<file path="config.mk">
export PLATFORM = sky130hd
export DESIGN_NAME = decoder_bcd_to_decimal_hold
export DESIGN_NICKNAME = d
export VERILOG_FILES = /design/src/rtl/decoder_bcd_to_decimal_hold.sv
export SDC_FILE = /design/constraint.sdc
export NUM_CORES = 1
export LEC_CHECK = 0
export ABC_AREA = 1
export BUFFER_PORTS_ARGS = -buffer_cell sky130_fd_sc_hd__buf_2
export CELL_PAD_IN_SITES_DETAIL_PLACEMENT = 1
export CELL_PAD_IN_SITES_GLOBAL_PLACEMENT = 1
export CORE_MARGIN = 1.5
export CORE_UTILIZATION = 38
export CTS_CLUSTER_SIZE = 14
export DETAILED_ROUTE_END_ITERATION = 7
export GPL_ROUTABILITY_DRIVEN = 0
export PLACE_DENSITY_LB_ADDON = 0.1
export SETUP_SLACK_MARGIN = 0.15
export SYNTH_ARGS = -nofsm -noshare
export SYNTH_HDL_FRONTEND = slang
export SYNTH_SLANG_ARGS = --single-unit
</file>
<file path="constraint.sdc">
create_clock -name clk_i -period 1.5 [get_ports clk_i]
set_input_delay 0.15 -clock clk_i [delete_from_list [all_inputs] [get_ports clk_i]]
set_output_delay 0.15 -clock clk_i [all_outputs]
set_load 0.01 [all_outputs]
</file>
<file path="src/rtl/decoder_bcd_to_decimal_hold.sv">
`default_nettype none
// ============================================================================
//  Module      : decoder_bcd_to_decimal_hold
//  Description : Decodes an accepted BCD digit into a one-hot decimal line
//                and holds it for DWELL_CYCLES clock cycles. A ready/valid
//                handshake paces the input. Illegal codes (10..15) blank
//                the output and raise error_o.
//  Revision    : 1.0  initial release
//
//  Parameters
//    DWELL_CYCLES  cycles each digit stays on signal_o (1..256, default 4)
//
//  Ports
//    clk_i     in   1   clock, rising edge
//    rst_ni    in   1   synchronous active-low reset
//    bcd_i     in   4   BCD digit
//    valid_i   in   1   bcd_i valid this cycle
//    ready_o   out  1   digit can be accepted this cycle (combinational)
//    clear_i   in   1   synchronous abort back to idle
//    signal_o  out  10  one-hot decimal line
//    valid_o   out  1   signal_o carries a held digit
//    error_o   out  1   illegal BCD code seen
//
//  Configuration macro
//    DECODER_BCD_ERROR_STICKY_EN  defined   : error_o sticky until reset/clear
//                                 undefined : error_o one-cycle pulse
// ============================================================================
module decoder_bcd_to_decimal_hold #(
  parameter int DWELL_CYCLES = 4
) (
  input  logic       clk_i,
  input  logic       rst_ni,
  input  logic [3:0] bcd_i,
  input  logic       valid_i,
  output logic       ready_o,
  input  logic       clear_i,
  output logic [9:0] signal_o,
  output logic       valid_o,
  output logic       error_o
);

  typedef enum logic [0:0] {
    S_IDLE = 1'b0,
    S_HOLD = 1'b1
  } state_t;

  // Counter is loaded with DWELL_CYCLES-1: the load edge itself provides
  // the first held cycle, so the countdown covers the remaining ones.
  localparam logic [7:0] c_DWELL_M1 = 8'(DWELL_CYCLES - 1);

  state_t     r_state;
  logic [7:0] r_cnt;
  logic [9:0] r_signal;
  logic       r_error;

  state_t     w_state_nxt;
  logic [7:0] w_cnt_nxt;
  logic [9:0] w_signal_nxt;
  logic       w_error_nxt;
  logic       w_ready;
  logic       w_accept;
  logic       w_legal;

  // Ready in IDLE, or in the last HOLD cycle so a new digit can follow
  // without an idle bubble.
  assign w_ready  = ~clear_i & ((r_state == S_IDLE) | (r_cnt == 8'd0));
  assign w_accept = valid_i & w_ready;
  assign w_legal  = (bcd_i <= 4'd9);

  always_ff @(posedge clk_i) begin
    if (!rst_ni) begin
      r_state  <= S_IDLE;
      r_cnt    <= 8'd0;
      r_signal <= 10'd0;
      r_error  <= 1'b0;
    end else begin
      r_state  <= w_state_nxt;
      r_cnt    <= w_cnt_nxt;
      r_signal <= w_signal_nxt;
      r_error  <= w_error_nxt;
    end
  end

  always_comb begin
    w_state_nxt  = r_state;
    w_cnt_nxt    = r_cnt;
    w_signal_nxt = r_signal;
`ifdef DECODER_BCD_ERROR_STICKY_EN
    w_error_nxt  = r_error;
`else
    w_error_nxt  = 1'b0;
`endif

    if (clear_i) begin
      w_state_nxt  = S_IDLE;
      w_cnt_nxt    = 8'd0;
      w_signal_nxt = 10'd0;
      w_error_nxt  = 1'b0;
    end else if (w_accept) begin
      if (w_legal) begin
        w_state_nxt  = S_HOLD;
        w_cnt_nxt    = c_DWELL_M1;
        w_signal_nxt = 10'd1 << bcd_i;
      end else begin
        w_state_nxt  = S_IDLE;
        w_cnt_nxt    = 8'd0;
        w_signal_nxt = 10'd0;
        w_error_nxt  = 1'b1;
      end
    end else if (r_state == S_HOLD) begin
      if (r_cnt != 8'd0) begin
        w_cnt_nxt = r_cnt - 8'd1;
      end else begin
        w_state_nxt  = S_IDLE;
        w_signal_nxt = 10'd0;
      end
    end
  end

  assign ready_o  = w_ready;
  assign signal_o = r_signal;
  assign valid_o  = |r_signal;
  assign error_o  = r_error;

endmodule
`default_nettype wire

</file>
==> flow_summary.toml <==
[outcome]
status = "finished, final reports clean"

[synthesis]
synth_cells = 150
synth_edf_count = 0
syn-num-nets = 160
synth_top_family_by_area = "simple AND/OR/NAND/NOR gates"
async_flop_share_pct = 0
synth_warnings = 0
synthMuxAreaShare_pct = 0
synthXorXnorAreaFrac_pct = 4.08
synth_compound_gate_area_share_pct = 10.8
synth_top_flop_cell = "dfxtp_1"
yosysUniqueCellTypes = 25
avgSynthCellArea_sq_um = 7.16
synth_fa_ha_area_share_pct = 2.33
synth_area_sq_um = 1070
synth_seq_cells = 20
synth_simple_gate_area_share_pct = 37.4
ys_seq_area_share_pct = 37.3

[cts]
clk_latency_ns = 0.31
tritoncts = "yes"
cts_hold_buf = 0
cts_num_sinks = 20
clk_pin_slew_ns = 0.12
numCtsBuffers = 3
clock-root-buffer = "clkbuf_4"
cts_buffer_depth = 2
cts_max_level = 1

[place]
dp_slack_ns = -0.0893
place_area_sq_um = 1210
port_buffers = 20
dp.cells = 201
dp_hpwl_um = 2200

[min_path]
hold_depth = 3
hold_path_end = "error_o"
holdCritStartpoint = "rst_ni"
holdCritPathClass = "primary input to register"

[timing]
rsz0062_at_grt = "yes"
maxSlewViolCount = 0
min_period_ns = 1.50
worst_slew_pin_slew_ns = 0.764
setup_violations = 0
fin_ws_ns = 0.00318
slew_headroom_pct = 48.6
hold_violations = 0
max_freq_ghz = 0.668
period_share_pct = 99.8
fin_skew_ns = 0.0113

[power]
power.density_nw_per_um2 = 732
leakagePower_nw = 0.712
ir_drop_mv = 0.484

[route]
ant_nets = 0
via_per_inst = 5.17
wirelength_um = 3590
dr_total_vias = 1147
drc = 0
dr.pass1.iters = 4
drt_iter0_markers = 28
routedWlPerCell_um = 16.2

[final_layout]
syn_to_final_growth_pct = 50.0
n_antenna_cell = 0
fin_nets = 202
fin_util_pct = 59.4
drive_gt1_share_pct = 46.6
design_area_sq_um = 1610
fillerInstances = 343
instances_no_fill = 222

[global_routing]
antenna_found_initial = 0
first_global_vias = 1207
track_usage_pct = 22.5
grt_overflow = 0
grt_max_degree = 16
grt_pass1_wl_um = 5580

[floorplanning]
ioPinCount = 21
die_w_um = 56.2
floorplan.initialDensity_pct = 39.6
chipHeight_um = 56.2
core_sq_um = 2710
die_area_sq_um = 3150
num_rows = 19

[setup_path]
reg2reg_from = "r_cnt[0]"
reg2reg_slack_ns = 0.01
cp-end-kind = "primary output"
worstPathArrival_ns = 1.35
cp_max_fo = 2
r2r-end = "r_cnt[4]"
path_class = "register to primary output"
reg2reg_depth = 9
crit_required_ns = 1.35
critPathLaunchType = "register"

[run]
max_cap_viol_count = 0
## Yosys cell counts (2+ instances only)
cell       n  share of area (%)
ha_1       2                2.3
nand2_2    2                1.2
nand3_1   20                9.3
xnor2_1    3                2.4
nor3_1     6                2.8
xor2_1     2                1.6
nor4_1     2                1.2
nand2_1   32                 11
o211ai_1   2                1.4
dfxtp_1   20                 37
nor2_1    12                4.2
o21ai_0    2               0.93
or2_2      2                1.2
a21oi_1   15                7.0
inv_1     15                5.2
nor2_4     3                3.1
nor2_2     2                1.2
## cells in the final DEF, fill, tap and decap left out, drive strengths merged
cell / count
nor4: 2
o31ai: 1
bufinv: 1
xnor2: 3
nand2: 35
inv: 15
xor2: 2
clkbuf: 3
ha: 2
o21ai: 3
nand4: 1
nor3: 6
a21oi: 15
buf: 40
nor2: 17
or2: 2
dfxtp: 20
o211ai: 2
nand3: 21
## critical path, stage by stage, from the launching register on
cell     delay, ns
dfxtp_2       0.35
inv_2         0.08
ha_4          0.15
nand2_4       0.05
nor2_4        0.13
nor2_4        0.05
nor2_4        0.11
buf_6         0.11
## power breakdown
part / leakage (nW) / switching (W) / internal [W] / total, W
combinational: 0.517 / 0.000109 / 0.0000690 / 0.000178
sequential: 0.166 / 0.00000427 / 0.000532 / 0.000536
clock: 0.0279 / 0.000193 / 0.000270 / 0.000463
## metal layers
metal	vias to the layer above	GRT usage (%)	share of wire, %	wire length (um)
li1	579	-	-	-
met1	554	27.2	43	1550
met2	12	41.3	55	1970
met3	2	2.09	1.4	51
met4	0	7.48	0.47	17
met5	-	0	0	0
## how the worst max path moves through the flow
| stage | from | end | slack (ns) | cells after the start |
|---|---|---|---|---|
| after floorplan | r_cnt[0] | signal_o[2] | 0.15 | 9 |
| after global routing | r_cnt[0] | signal_o[5] | -0.07 | 10 |
| after detailed placement | r_cnt[0] | r_cnt[3] | -0.09 | 7 |
| final | r_cnt[0] | ready_o | 0.003 | 7 |
| after global placement | r_cnt[0] | r_cnt[6] | -0.02 | 7 |
| after CTS | r_cnt[1] | ready_o | 0.01 | 7 |
## cell families after synthesis
group | after synthesis
simple gates | 83
buf+inv | 19
xor+xnor | 5
flops | 20
compound gates | 21
fa+ha+maj | 2
## repair_timing
item,in CTS,in global routing
gates cloned,0,1
endpoints found under the hold margin,0,0
pin swaps,10,14
endpoints found under the setup margin,22,22
buffers inserted,12,4
gates resized for setup,26,24
## flip-flops by register name, summed over array words and instances, names as in the netlist
name / count
r_state: 1
r_cnt: 8
signal_o: 10
error_o: 1
## area by class of cell
| type | count | area (sq um) | area share (%) |
|---|---|---|---|
| timing repair buffer | 40 | 273 | 16.9 |
| inverter | 15 | 56.3 | 3.50 |
| clock inverter | 1 | 30.0 | 1.86 |
| sequential | 20 | 417 | 25.9 |
| tap | 31 | 38.8 | 2.41 |
| multi-input combinational | 112 | 773 | 48.0 |
| clock buffer | 3 | 22.5 | 1.40 |
## stage by stage
stage	setup TNS [ns]	hold WS [ns]	power [W]
4_1_cts	0	0.0818	0.00115
3_5_place_dp	-0.401	0.421	0.000675
2_1_floorplan	0	0.293	0.000632
5_1_grt	-0.827	0.0964	0.00121
6_report	0	0.0840	0.00118
3_3_place_gp	-0.0887	0.404	0.000670
No activity file was read; power rests on OpenSTA's default activity.
